===== src/rtl/hex_msg_scroller.sv =====
// hex_msg_scroller: message buffer shown on a row of hexDriver digits as static,
// scrolling (once or looped) or blinking text, one step per prescaler tick.
module hex_msg_scroller #(
  parameter int NUM_DIGITS = 6,
  parameter int MSG_LEN    = 16,
  parameter int CHAR_W     = 5,
  parameter int TICK_DIV   = 12500000,
  parameter int BLANK_CODE = 21
) (
  input  logic                           clk,
  input  logic                           rst_n,
  input  logic                           wr_en,
  input  logic [$clog2(MSG_LEN)-1:0]     wr_addr,
  input  logic [CHAR_W-1:0]              wr_char,
  input  logic                           cmd_valid,
  output logic                           cmd_ready,
  input  logic [1:0]                     cmd_mode,
  input  logic [$clog2(MSG_LEN+1)-1:0]   cmd_len,
  input  logic                           stop,
  output logic [NUM_DIGITS*CHAR_W-1:0]   char_out,
  output logic                           busy,
  output logic                           done
);
  localparam int AW = $clog2(MSG_LEN);
  localparam int LW = $clog2(MSG_LEN + 1);
  localparam int PW = $clog2(MSG_LEN + NUM_DIGITS);
  localparam int IW = $clog2(2 * (MSG_LEN + NUM_DIGITS));
  localparam int CW = $clog2(TICK_DIV + 1);
  localparam logic [CHAR_W-1:0] BLANK = CHAR_W'(BLANK_CODE);

  localparam logic [2:0] S_IDLE   = 3'd0;
  localparam logic [2:0] S_STATIC = 3'd1;
  localparam logic [2:0] S_ONCE   = 3'd2;
  localparam logic [2:0] S_LOOP   = 3'd3;
  localparam logic [2:0] S_BON    = 3'd4;
  localparam logic [2:0] S_BOFF   = 3'd5;

  logic [2:0]                    state_q, state_d;
  logic [PW-1:0]                 pos_q, pos_d;
  logic [CW-1:0]                 presc_q, presc_d;
  logic [LW-1:0]                 len_q, len_d, len_cmd;
  logic                          done_q, done_d;
  logic [CHAR_W-1:0]             buf_q [MSG_LEN];
  logic [NUM_DIGITS*CHAR_W-1:0]  char_q, char_d;
  logic                          tick, accept, show;
  logic [PW-1:0]                 pos_last;
  logic [IW-1:0]                 l_full;

  assign cmd_ready = !stop && state_q != S_ONCE;
  assign accept    = cmd_valid && cmd_ready;
  assign tick      = state_q != S_IDLE && presc_q == CW'(TICK_DIV - 1);
  assign len_cmd   = cmd_len == '0 ? LW'(1) : cmd_len > LW'(MSG_LEN) ? LW'(MSG_LEN) : cmd_len;
  assign pos_last  = PW'(len_q) + PW'(NUM_DIGITS - 1);
  assign l_full    = IW'(len_q) + IW'(NUM_DIGITS);
  assign show      = state_q != S_IDLE && state_q != S_BOFF;
  assign busy      = state_q != S_IDLE;
  assign done      = done_q;
  assign char_out  = char_q;

  always_comb begin
    state_d = state_q;
    pos_d   = pos_q;
    presc_d = (state_q == S_IDLE || tick) ? '0 : presc_q + CW'(1);
    len_d   = len_q;
    done_d  = 1'b0;
    if (stop) begin
      state_d = S_IDLE;
      pos_d   = '0;
      presc_d = '0;
    end else if (accept) begin
      state_d = 3'(cmd_mode) + 3'd1;
      pos_d   = '0;
      presc_d = '0;
      len_d   = len_cmd;
    end else if (tick) begin
      if (state_q == S_ONCE || state_q == S_LOOP)
        pos_d = pos_q == pos_last ? '0 : pos_q + PW'(1);
      if (state_q == S_ONCE && pos_q == pos_last) begin
        state_d = S_IDLE;
        done_d  = 1'b1;
      end
      if (state_q == S_BON)  state_d = S_BOFF;
      if (state_q == S_BOFF) state_d = S_BON;
    end
  end

  // Each digit indexes the virtual string; pos < L and offset < L, so one
  // conditional subtraction is a full modulo-L reduction.
  for (genvar d = 0; d < NUM_DIGITS; d++) begin : g_dig
    logic [IW-1:0] raw, idx;
    assign raw = IW'(pos_q) + IW'(NUM_DIGITS - 1 - d);
    assign idx = raw >= l_full ? raw - l_full : raw;
    assign char_d[d*CHAR_W +: CHAR_W] = (show && idx < IW'(len_q)) ? buf_q[idx[AW-1:0]] : BLANK;
  end

  always_ff @(posedge clk or negedge rst_n) begin
    if (!rst_n) begin
      state_q <= S_IDLE;
      pos_q   <= '0;
      presc_q <= '0;
      len_q   <= LW'(1);
      done_q  <= 1'b0;
      char_q  <= {NUM_DIGITS{BLANK}};
      for (int j = 0; j < MSG_LEN; j++) buf_q[j] <= BLANK;
    end else begin
      state_q <= state_d;
      pos_q   <= pos_d;
      presc_q <= presc_d;
      len_q   <= len_d;
      done_q  <= done_d;
      char_q  <= char_d;
      if (wr_en) buf_q[wr_addr] <= wr_char;
    end
  end
endmodule


===== config.mk =====
export PLATFORM = sky130hd
export DESIGN_NAME = hex_msg_scroller
export DESIGN_NICKNAME = d
export VERILOG_FILES = /design/src/rtl/hex_msg_scroller.sv
export SDC_FILE = /design/constraint.sdc
export NUM_CORES = 1
export LEC_CHECK = 0
export ABC_AREA = 1
export CAP_MARGIN = 15
export CELL_PAD_IN_SITES_DETAIL_PLACEMENT = 1
export CELL_PAD_IN_SITES_GLOBAL_PLACEMENT = 1
export CORE_AREA = 3 3 178 180
export DETAILED_ROUTE_END_ITERATION = 7
export DIE_AREA = 0 0 181 183
export HOLD_SLACK_MARGIN = 0.12
export PLACE_DENSITY = 0.88
export SYNTH_ARGS = -nofsm -noshare
export SYNTH_HDL_FRONTEND = slang
export SYNTH_SLANG_ARGS = --single-unit

===== constraint.sdc =====
create_clock -name clk -period 4.3 [get_ports clk]
set_input_delay 0.86 -clock clk [delete_from_list [all_inputs] [get_ports clk]]
set_output_delay 0.86 -clock clk [all_outputs]
set_load 0.02 [all_outputs]

Yosys cells after proc, flatten, opt, wreduce, memory -nomap -nowiden
Index checks and enable logic that the tools add are counted.
{ "word_totals": {"register_bits": 148, "wordCells": 152, "inputBits": 21, "output_inout_bits": 33} }
{ "op_classes": {"muxes": 53, "addsub": 16, "reduce_logical": 24, "eq_ne": 8, "magnitude_cmp": 21, "n_bitwise": 8} }
{ "ops": {"columns": ["op", "n"], "rows": [
  ["two-way mux 5 bit", 26],
  ["binary-select mux 5 bit (select 4 bit)", 6],
  ["bitwise mux 80 bit", 1],
  ["two-way mux 24 bit", 3],
  ["less-than comparator 6 x 5 -> 1 bit", 6],
  ["two-way mux 6 bit", 6],
  ["greater-or-equal comparator 5 bit (second input constant)", 7],
  ["NOT 4 -> 5 bit", 7],
  ["greater-or-equal comparator 6 bit", 5],
  ["subtractor 6 bit", 5],
  ["adder 24 x 1 -> 24 bit (second input constant)", 1],
  ["== test 24 bit (second input constant)", 1],
  ["demux 5 bit (select 4 bit)", 1],
  ["adder 5 x 3 -> 6 bit (second input constant)", 3],
  ["two-way mux 3 bit", 6],
  ["adder 5 x 2 -> 6 bit (second input constant)", 2],
  ["logical AND 1 bit", 12],
  ["nonzero test 3 bit", 3],
  ["adder 5 x 1 -> 6 bit (second input constant)", 1],
  ["== test 3 x 2 -> 1 bit (second input constant)", 2],
  ["== test 3 bit (second input constant)", 2],
  ["greater-or-equal comparator 5 x 6 -> 1 bit", 1],
  ["AND reduction 2 bit", 3],
  ["subtractor 5 x 6 -> 6 bit", 1],
  ["other kinds (15)", 19]
]} }

Logic depth before layout (Yosys ltp)
Gate-level depths: netlist of run 1.
{ "depth": {"word_depth": 9, "depth_mapped": 24, "depth_no_buf": 22} }

Least setup slack after synthesis of run 1
Ideal clock, no wire load.
{ "synth_path": {"path_type": "register to register", "startpoint": "register len_q[1]", "endpoint": "register char_q[10], in the netlist char_out[10]", "arrival_ns": 3.670, "setup_ns": 0.083, "required_ns": 4.217, "stages_incl_launch_ff": 20, "period_less_slack_ns": 3.753, "path_slack_ns": 0.547, "n_path_buf": 0, "path_cell_list": "dfrtp_1 inv_1 ha_1 xor2_1 ha_1 a21oi_1 o21ai_0 nor2_1 nand2_1 nand2_2 nand2_4 o21ai_1 inv_1 ha_1 a21oi_1 o2111ai_1 inv_1 nand3_1 inv_1 nand3_1"} }
{ "synth_via": {"elab_chain_cells": 8, "word_cells_on_any_way": 11, "classes_between": "add/sub (2); order compare (2); mux (5); bitwise (1); reduce/logical (1)"} }
{ "synth_rtl": {"columns": ["element", "line_no", "text"], "rows": [
  ["from (decl)", "41", "logic [LW-1:0] len_q, len_d, len_cmd;"],
  ["from (signal assigned)", "109", "len_q <= len_d;"],
  ["adder 5 x 3 -> 6 bit", "54", "assign l_full = IW'(len_q) + IW'(NUM_DIGITS);"],
  ["subtractor 6 bit / greater-or-equal comparator 6 bit (equally long branches)", "92", "assign idx = raw >= l_full ? raw - l_full : raw;"],
  ["two-way mux 6 bit", "92", null],
  ["NOT 4 -> 5 bit (implied by the code)", "93", "assign char_d[d*CHAR_W +: CHAR_W] = (show && idx < IW'(len_q)) ? buf_q[idx[AW-1:0]] : BLANK;"],
  ["binary-select mux 5 bit (select 4 bit)", "93", null],
  ["two-way mux 5 bit (implied by the code) (2 in a row)", "93", null],
  ["two-way mux 5 bit (*)", "93", null],
  ["via char_d[10]", "44", "logic [NUM_DIGITS*CHAR_W-1:0] char_q, char_d;"],
  ["to (signal assigned)", "103", "char_q <= {NUM_DIGITS{BLANK}};"],
  ["to (signal assigned)", "111", "char_q <= char_d;"],
  ["to (decl)", "44", null]
]} }
Mark *: on every way through the listed nets, which the timed path passes. The rest lies on a longest branch. The select of a mux whose other input is x is not followed.
A chain may end at the register's enable or synchronous reset.

Final worst setup path of run 1
{ "layout_path": {"startpoint": "register pos_q[2]", "endpoint": "register char_q[18], in the netlist char_out[18]"} }
{ "layout_via": {"elab_chain_cells": 8, "word_cells_on_any_way": 11, "classes_between": "add/sub (2); order compare (2); mux (5); bitwise (1); reduce/logical (1)"} }
{ "layout_rtl": {"columns": ["element", "line_no", "text"], "rows": [
  ["from (decl)", "39", "logic [PW-1:0] pos_q, pos_d;"],
  ["from (signal assigned)", "107", "pos_q <= pos_d;"],
  ["adder 5 x 2 -> 6 bit (*)", "91", "assign raw = IW'(pos_q) + IW'(NUM_DIGITS - 1 - d);"],
  ["subtractor 6 bit / greater-or-equal comparator 6 bit (equally long branches)", "92", null],
  ["two-way mux 6 bit (*)", "92", null],
  ["NOT 4 -> 5 bit (implied by the code)", "93", null],
  ["binary-select mux 5 bit (select 4 bit)", "93", null],
  ["two-way mux 5 bit (implied by the code) (2 in a row)", "93", null],
  ["two-way mux 5 bit (*)", "93", null],
  ["via char_d[18]", "44", null]
]} }
Marked as above.

==> reports/metrics.csv, run 1 <==
metric;value;unit
Gate Count Post-Synth;2141;
worst-case reg-to-reg path depth;18;
Vias;15800;
Max FO, Critical Path;12;
n_diodes;0;
Synth Register Bits;148;
Max Cap Viol;0;
Clock Tree Buf Depth;2;
Netlist Area Pre-Place;13500;um^2
Post-DRT Antenna Nets;0;
fin cells;2577;
Synth Area in Compound Gates;10.3;%
root buffer cell;clkbuf_16;
die width;181;um
largest family of logic cells by synthesized area;simple AND/OR/NAND/NOR gates;
Worst-Margin Slew;1.07;ns
Post-DP HPWL;41.7;mm
hold_buf cts;0;
reg2reg end;char_out[18];
fin crit share;93.9;%
Die Height;183;um
Worst slew margin;28.9;%
Worst Setup EP;char_out[18];
Rows;64;
ys async rst share;100;%
XOR/XNOR Fraction of Synth Area;2.13;%
crit path kind;flip-flop to flip-flop;
status;finished, final reports clean;
Post-synth EDFFs;0;
Max VDD drop;317;uV
vias in the first global route;16000;
routability cong.;0.956;
Max Slew Vio Count;0;
CP Capture Type;flip-flop;
Remaining Overflow, GRT;0;
multiplexer share of the synthesized area;0;%
CTS tree;yes;
crit path launch type;flip-flop;
Synth Net Count;2225;
RSZ-0062 raised after global routing;false;
Worst-path clk slew;0.07;ns
drt first pass iters;5;
Post-route DRC;0;
nets;2252;
simple-gate area share of the yosys netlist;43.6;%
FF-to-FF setup slack;0.26;ns
initial antenna violation count;0;
Synth Area in Adders;6.04;%
All-Layer GR Usage;33.5;%
Final Hold Vio Count;0;
crit path DAT;4.37;ns
distinct cell type count after synthesis;40;
upper clock frequency limit;248;MHz
sequential area share after synthesis;28.0;%
FF-to-FF Start;pos_q[2];
Placed Cells;2541;
WL final;56.2;mm
setup TNS;0;ns
Port-buffer cells;53;
1st-iter DRT viols;2135;
Synthesis Warnings;0;
first-pass GRT wire length;89.1;mm
via/cell ratio;6.13;
syn_area_per_cell;6.32;um^2
Num Clock Sinks;148;
Crit path required time;4.63;ns
Initial Util;44.6;%
largest net degree at the start of global routing;89;
clk_lat worst skew;0.46;ns
Final min period;4.04;ns
CP Launch Point;pos_q[2];
ratio of cells with drive above 1 in the final layout;10.0;%
Worst Skew;0.0164;ns
H-tree Lvls;4;
Synth Flop Type;dfrtp_1;
DR WL/cell;21.8;um
Placeable Area;30300;um^2
synthesis-to-finish area growth;10.7;%
# IOs;54;
Die ar.;33100;um^2
Leakage;7.22;nW
CTS buffer count;17;
final setup fails;0;
Pwr Density;514;nW/um^2
Hold Path Class;flip-flop to flip-flop;
## worst min-delay path by stage
stage                from         end  slack (ns)  cells after the start
2_1_floorplan  presc_q[0]  presc_q[0]        0.43                      1
3_3_place_gp   presc_q[0]  presc_q[0]        0.45                      1
3_5_place_dp   presc_q[0]  presc_q[0]        0.46                      1
4_1_cts        presc_q[0]  presc_q[0]        0.49                      1
5_1_grt        presc_q[0]  presc_q[0]        0.51                      1
6_report       presc_q[0]  presc_q[0]        0.48                      1
## repair_timing
item | CTS | global route
gates resized for setup | 0 | 8
endpoints found under the setup margin | 0 | 26
setup buffers | 0 | 4
## registers in the layout, indices dropped and copies added (netlist names)
| name | cells |
|---|---|
| len_q | 5 |
| done | 1 |
| pos_q | 5 |
| presc_q | 24 |
| char_out | 30 |
| state_q | 3 |
| buf_q | 80 |
## Yosys cell counts, drive strengths merged, types with 2 or more instances
cell type	count	area, um^2
a21oi	45	225
o21ai	132	721
nand4	6	37.5
or2	2	12.5
xor2	20	175
fa	4	80.1
dfrtp	81	2030
nor4	6	37.5
nor2	74	278
o22ai	5	31.3
nand3b	3	22.5
nand3	454	2300
xnor2	13	114
a21o	2	15.0
nor3	26	135
inv	202	758
o31ai	2	15.0
dfstp	67	1760
buf	86	542
nand2	787	3060
nor3b	2	15.0
clkbuf	9	33.8
o211ai	47	353
o21a	3	22.5
ha	59	738
## power breakdown
group / switching (W) / total (W) / internal (W)
Clock: 0.000726 / 0.00156 / 0.000830
Combinational: 0.00270 / 0.00400 / 0.00131
Sequential: 0.000319 / 0.00214 / 0.00182
## stage by stage
step	hold WS, ns	power [W]	worst slack (ns)	util [%]	cell area, um^2
2_1_floorplan	0.433	0.00460	0.547	-	13500
3_3_place_gp	0.447	0.00579	0.230	47.3	14300
3_5_place_dp	0.465	0.00598	0.0660	47.3	14300
4_1_cts	0.485	0.00758	0.0342	49.2	14900
5_1_grt	0.514	0.00815	0.00254	49.4	15000
6_report	0.477	0.00770	0.261	49.4	15000
## cell usage in the layout (no fill, tap or decap), types with 2 or more instances in the layout
| cell type | instances |
|---|---|
| nand3_1 | 449 |
| o21ai_1 | 10 |
| clkbuf_16 | 17 |
| xnor2_1 | 13 |
| buf_4 | 49 |
| o21ai_4 | 3 |
| nand4_1 | 6 |
| inv_1 | 193 |
| inv_2 | 9 |
| inv_8 | 2 |
| dfrtp_2 | 2 |
| inv_6 | 6 |
| clkdlybuf4s50_1 | 52 |
| nor3b_1 | 2 |
| nor2_1 | 74 |
| o31ai_1 | 2 |
| dfrtp_1 | 79 |
| a21oi_1 | 44 |
| clkinv_2 | 2 |
| clkinvlp_4 | 2 |
| xor2_1 | 19 |
| o21ai_0 | 106 |
| o21ai_2 | 13 |
| nand3b_1 | 3 |
| a21o_1 | 2 |
| ha_1 | 59 |
| fa_1 | 4 |
| nand3_2 | 4 |
| nor3_1 | 25 |
| nand2_4 | 5 |
| nand2_1 | 755 |
| dfstp_2 | 67 |
| o21a_1 | 3 |
| nor4_1 | 6 |
| o211ai_1 | 47 |
| o22ai_1 | 5 |
| nand2_2 | 27 |
## worst max-delay path: stages, from the launching register on
cell      delay, ns
dfrtp_2        0.52
ha_1           0.28
nand2_1        0.13
nand2_1        0.22
inv_1          0.07
ha_1           0.31
a21oi_1        0.15
o21ai_1        0.13
nor2_1         0.12
nand2_1        0.07
nand2_2        0.09
nand2_2        0.20
o21ai_2        0.49
ha_1           0.36
a21oi_1        0.18
o211ai_1       0.10
inv_1          0.10
nand3_1        0.12
nor2_1         0.27
## metal layers
metal	vias up	track usage, %	routed length, um
met5	-	0	0
met4	0	11.3	1660
li1	7093	-	-
met1	7738	46.2	24200
met2	846	52.7	24800
met3	132	7.06	5490
## kinds of logic after synthesis
family | count (synthesis)
xor gates and xnor gates | 33
DFF | 148
buffers and inverters | 298
AOI/OAI and AO/OA | 238
adders and majority gates | 63
and+or+nand+nor | 1361
## cell type report
cell class	count	area (um^2)
fillers	4131	15400
clock buffers	18	439
flip-flops and latches	148	3790
clock inverters	14	139
inverters	203	762
repair buffers	103	920
well taps	396	495
multi-input cells	1695	8450
(Power assumes the default switching activity.)
==> run 2: changes to the inputs <==
- CTS_CLUSTER_DIAMETER: default -> 80
- clock period: 4.3 -> 4.58 ns (I/O delays scaled with it)
==> run 2 against run 1 <==
  * Clock power fell by 3%
  * Hold slack improved by 0.014 ns
  * Clock-buffer cell count down 1
  * Combinational power decreased by 7.2%
  * Sequential share of layout area grew 0.23 points
  * Critical path type unchanged
  * Via count shrank 1.8%
  * First-iteration DRC count fell by 28%
  * Clock skew is 0.0018 ns higher
  * Final area shrank 0.90%
  * Sequential cell count unchanged
  * Utilization shrank 0.45 points
==> reports/metrics.csv, run 2 (synthesized netlist as in run 1, its figures left out) <==
metric;value;unit;change
status;finished, final reports clean;;unchanged
commonest non-fill, non-tap cell in the layout;nand2_1;;unchanged
root buffer cell;clkbuf_16;;unchanged
Final Hold Vio Count;0;;unchanged
FF-to-FF Start;len_q[2];;was pos_q[2]
Hold Path Class;flip-flop to flip-flop;;unchanged
leading cell types in the layout, fill and taps excluded;755 x nand2_1, 449 x nand3_1, 193 x inv_1;;unchanged
FF+latch area;3790;um^2;unchanged
crit path kind;flip-flop to flip-flop;;unchanged
ratio of cells with drive above 1 in the final layout;9.32;%;was 10.0%
vias in the first global route;15800;;was 16000
Post-DRT Antenna Nets;0;;unchanged
Biggest register;buf_q;;unchanged
CP top delay family;buffers and inverters;;was simple AND/OR/NAND/NOR gates
max reg flops;80;;unchanged
Rows;64;;unchanged
upper clock frequency limit;238;MHz;was 248 MHz
WL final;55.3;mm;was 56.2 mm
Util after Layout;49.0;%;was 49.4%
setup bufs post-CTS;0;;unchanged
Worst-path clk slew;0.08;ns;was 0.07 ns
Logic pwr share;51.2;%;was 52.0%
Pwr Density;488;nW/um^2;was 514 nW/um^2
setup TNS;0;ns;unchanged
via/cell ratio;6.06;;was 6.13
Initial Util;44.6;%;unchanged
CTS tree;yes;;unchanged
area occupied by multi-input gates;8410;um^2;was 8450 um^2
Clk network pwr share;21.0;%;was 20.2%
Reg power frac;27.8;%;about the same
Die ar.;33100;um^2;unchanged
Worst slew margin;32.2;%;was 28.9%
CTS resizes;0;;unchanged
Crit path required time;4.96;ns;was 4.63 ns
final setup fails;0;;unchanged
Die Height;183;um;unchanged
Leakage;7.15;nW;was 7.22 nW
Final min period;4.21;ns;was 4.04 ns
CP Launch Point;len_q[2];;was pos_q[2]
Max VDD drop;491;uV;was 317 uV
Worst-Margin Slew;1.02;ns;was 1.07 ns
1st-iter DRT viols;1538;;was 2135
Worst path max stage delay;0.44;ns;was 0.52 ns
hold_buf cts;0;;unchanged
Remaining Overflow, GRT;0;;unchanged
CP Capture Type;flip-flop;;unchanged
drt first pass iters;5;;unchanged
largest net degree at the start of global routing;83;;was 89
Most common cell on crit path;inv_1;;
synthesis-to-finish area growth;9.74;%;was 10.7%
# IOs;54;;unchanged
internal power;0.00374;W;was 0.00396 W
switching share of total power;48.4;%;was 48.6%
die width;181;um;unchanged
CTS buffer count;17;;unchanged
# fillers;4098;;was 4131
nets;2238;;was 2252
CP Cell Sequence;inv_2 > ha_1 > xor2_1 > buf_4 > ha_1 > nand2_1 > inv_1 > a21oi_1 > nand2_1 > nand2_2 > nand2_2 > o21ai_2 > inv_1 > ha_1 > a21oi_1 > o211ai_1 > inv_1 > nand3_1 > inv_1 > nand2_1 > nor2_1;;was ha_1 > nand2_1 > nand2_1 > inv_1 > ha_1 > a21oi_1 > o21ai_1 > nor2_1 > nand2_1 > nand2_2 > nand2_2 > o21ai_2 > ha_1 > a21oi_1 > o211ai_1 > inv_1 > nand3_1 > nor2_1
crit path DAT;4.59;ns;was 4.37 ns
Max FO, Critical Path;13;;was 12
initial antenna violation count;0;;unchanged
fin crit share;91.9;%;was 93.9%
Port-buffer cells;53;;unchanged
Max Cap Viol;0;;unchanged
n_diodes;0;;unchanged
RSZ-0062 raised after global routing;false;;unchanged
Worst Hold Launch;presc_q[0];;unchanged
crit path launch type;flip-flop;;unchanged
H-tree Lvls;4;;unchanged
Crit-path slowest cell;dfrtp_1;;was dfrtp_2
DR WL/cell;21.6;um;was 21.8 um
Max Slew Vio Count;0;;unchanged
Clock Tree Buf Depth;2;;unchanged
Post-route DRC;0;;unchanged
Post-DP HPWL;41.6;mm;was 41.7 mm
routability cong.;1.00;;was 0.956
Vias;15500;;was 15800
Worst Skew;0.0182;ns;was 0.0164 ns
Num Clock Sinks;148;;unchanged
CP bufs+invs;6;;was 2
Placeable Area;30300;um^2;unchanged
All-Layer GR Usage;33.3;%;was 33.5%
clk_lat worst skew;0.46;ns;about the same
Net Sw Power;0.00351;W;was 0.00374 W
first-pass GRT wire length;88.0;mm;was 89.1 mm
-- run 2: cell types whose count changed in the layout (fill, tap and decap cells not counted), moves of 2 or more --
cell     change
buf_4       -13
inv_6        -2
o21ai_2      +3
o21ai_4      -3
-- run 2: power groups by stage --
stage | logic [W] | clock network, W | registers, W
global route | 0.00407 | 0.00158 | 0.00204
CTS | 0.00364 | 0.00152 | 0.00200
finish | 0.00371 | 0.00152 | 0.00202
detailed placement | 0.00360 | 0 | 0.00201
floorplan | 0.00229 | 0 | 0.00203
global placement | 0.00345 | 0 | 0.00199
-- run 2: area by class of cell --
class                           count  share of cell area (%)
Clock inverter                     15                    1.14
Timing Repair Buffer               89                    5.40
Tap cell                          396                    3.34
Sequential cell                   148                    25.5
Multi-Input combinational cell   1695                    56.6
Inverter                          203                    5.13
Clock buffer                       17                    2.86
-- run 2: layer usage --
metal / wire (um) / track usage, % / up-vias
met2: 24700 / 52.4 / 703
met4: 1590 / 11.8 / 0
met1: 24000 / 45.4 / 7639
met5: 0 / 0 / -
met3: 5040 / 7.44 / 111
li1: - / - / 7069
-- run 2: worst paths after layout --
kind / slack (ns) / cells past startpoint / endpoint
max in group asynchronous: 3.05 / 2 / buf_q[57]
worst min-delay path: 0.49 / 1 / presc_q[0]
worst max register to register: 0.37 / 21 / char_out[8]
worst min register to register: 0.49 / 1 / presc_q[0]
worst max-delay path: 0.37 / 21 / char_out[8]
min in group asynchronous: 0.53 / 1 / buf_q[51]
-- run 2: metrics by stage --
step           cells  power, W  setup slack, ns  cell area (um^2)  hold WS [ns]
3_5_place_dp    2531   0.00561            0.423             14300         0.471
5_1_grt         2563   0.00769           0.0650             14900         0.516
3_3_place_gp    2531   0.00543            0.585             14300         0.452
4_1_cts         2563   0.00715            0.376             14900         0.485
2_1_floorplan   2141   0.00432            0.827             13500         0.433
6_report        2563   0.00725            0.370             14900         0.491
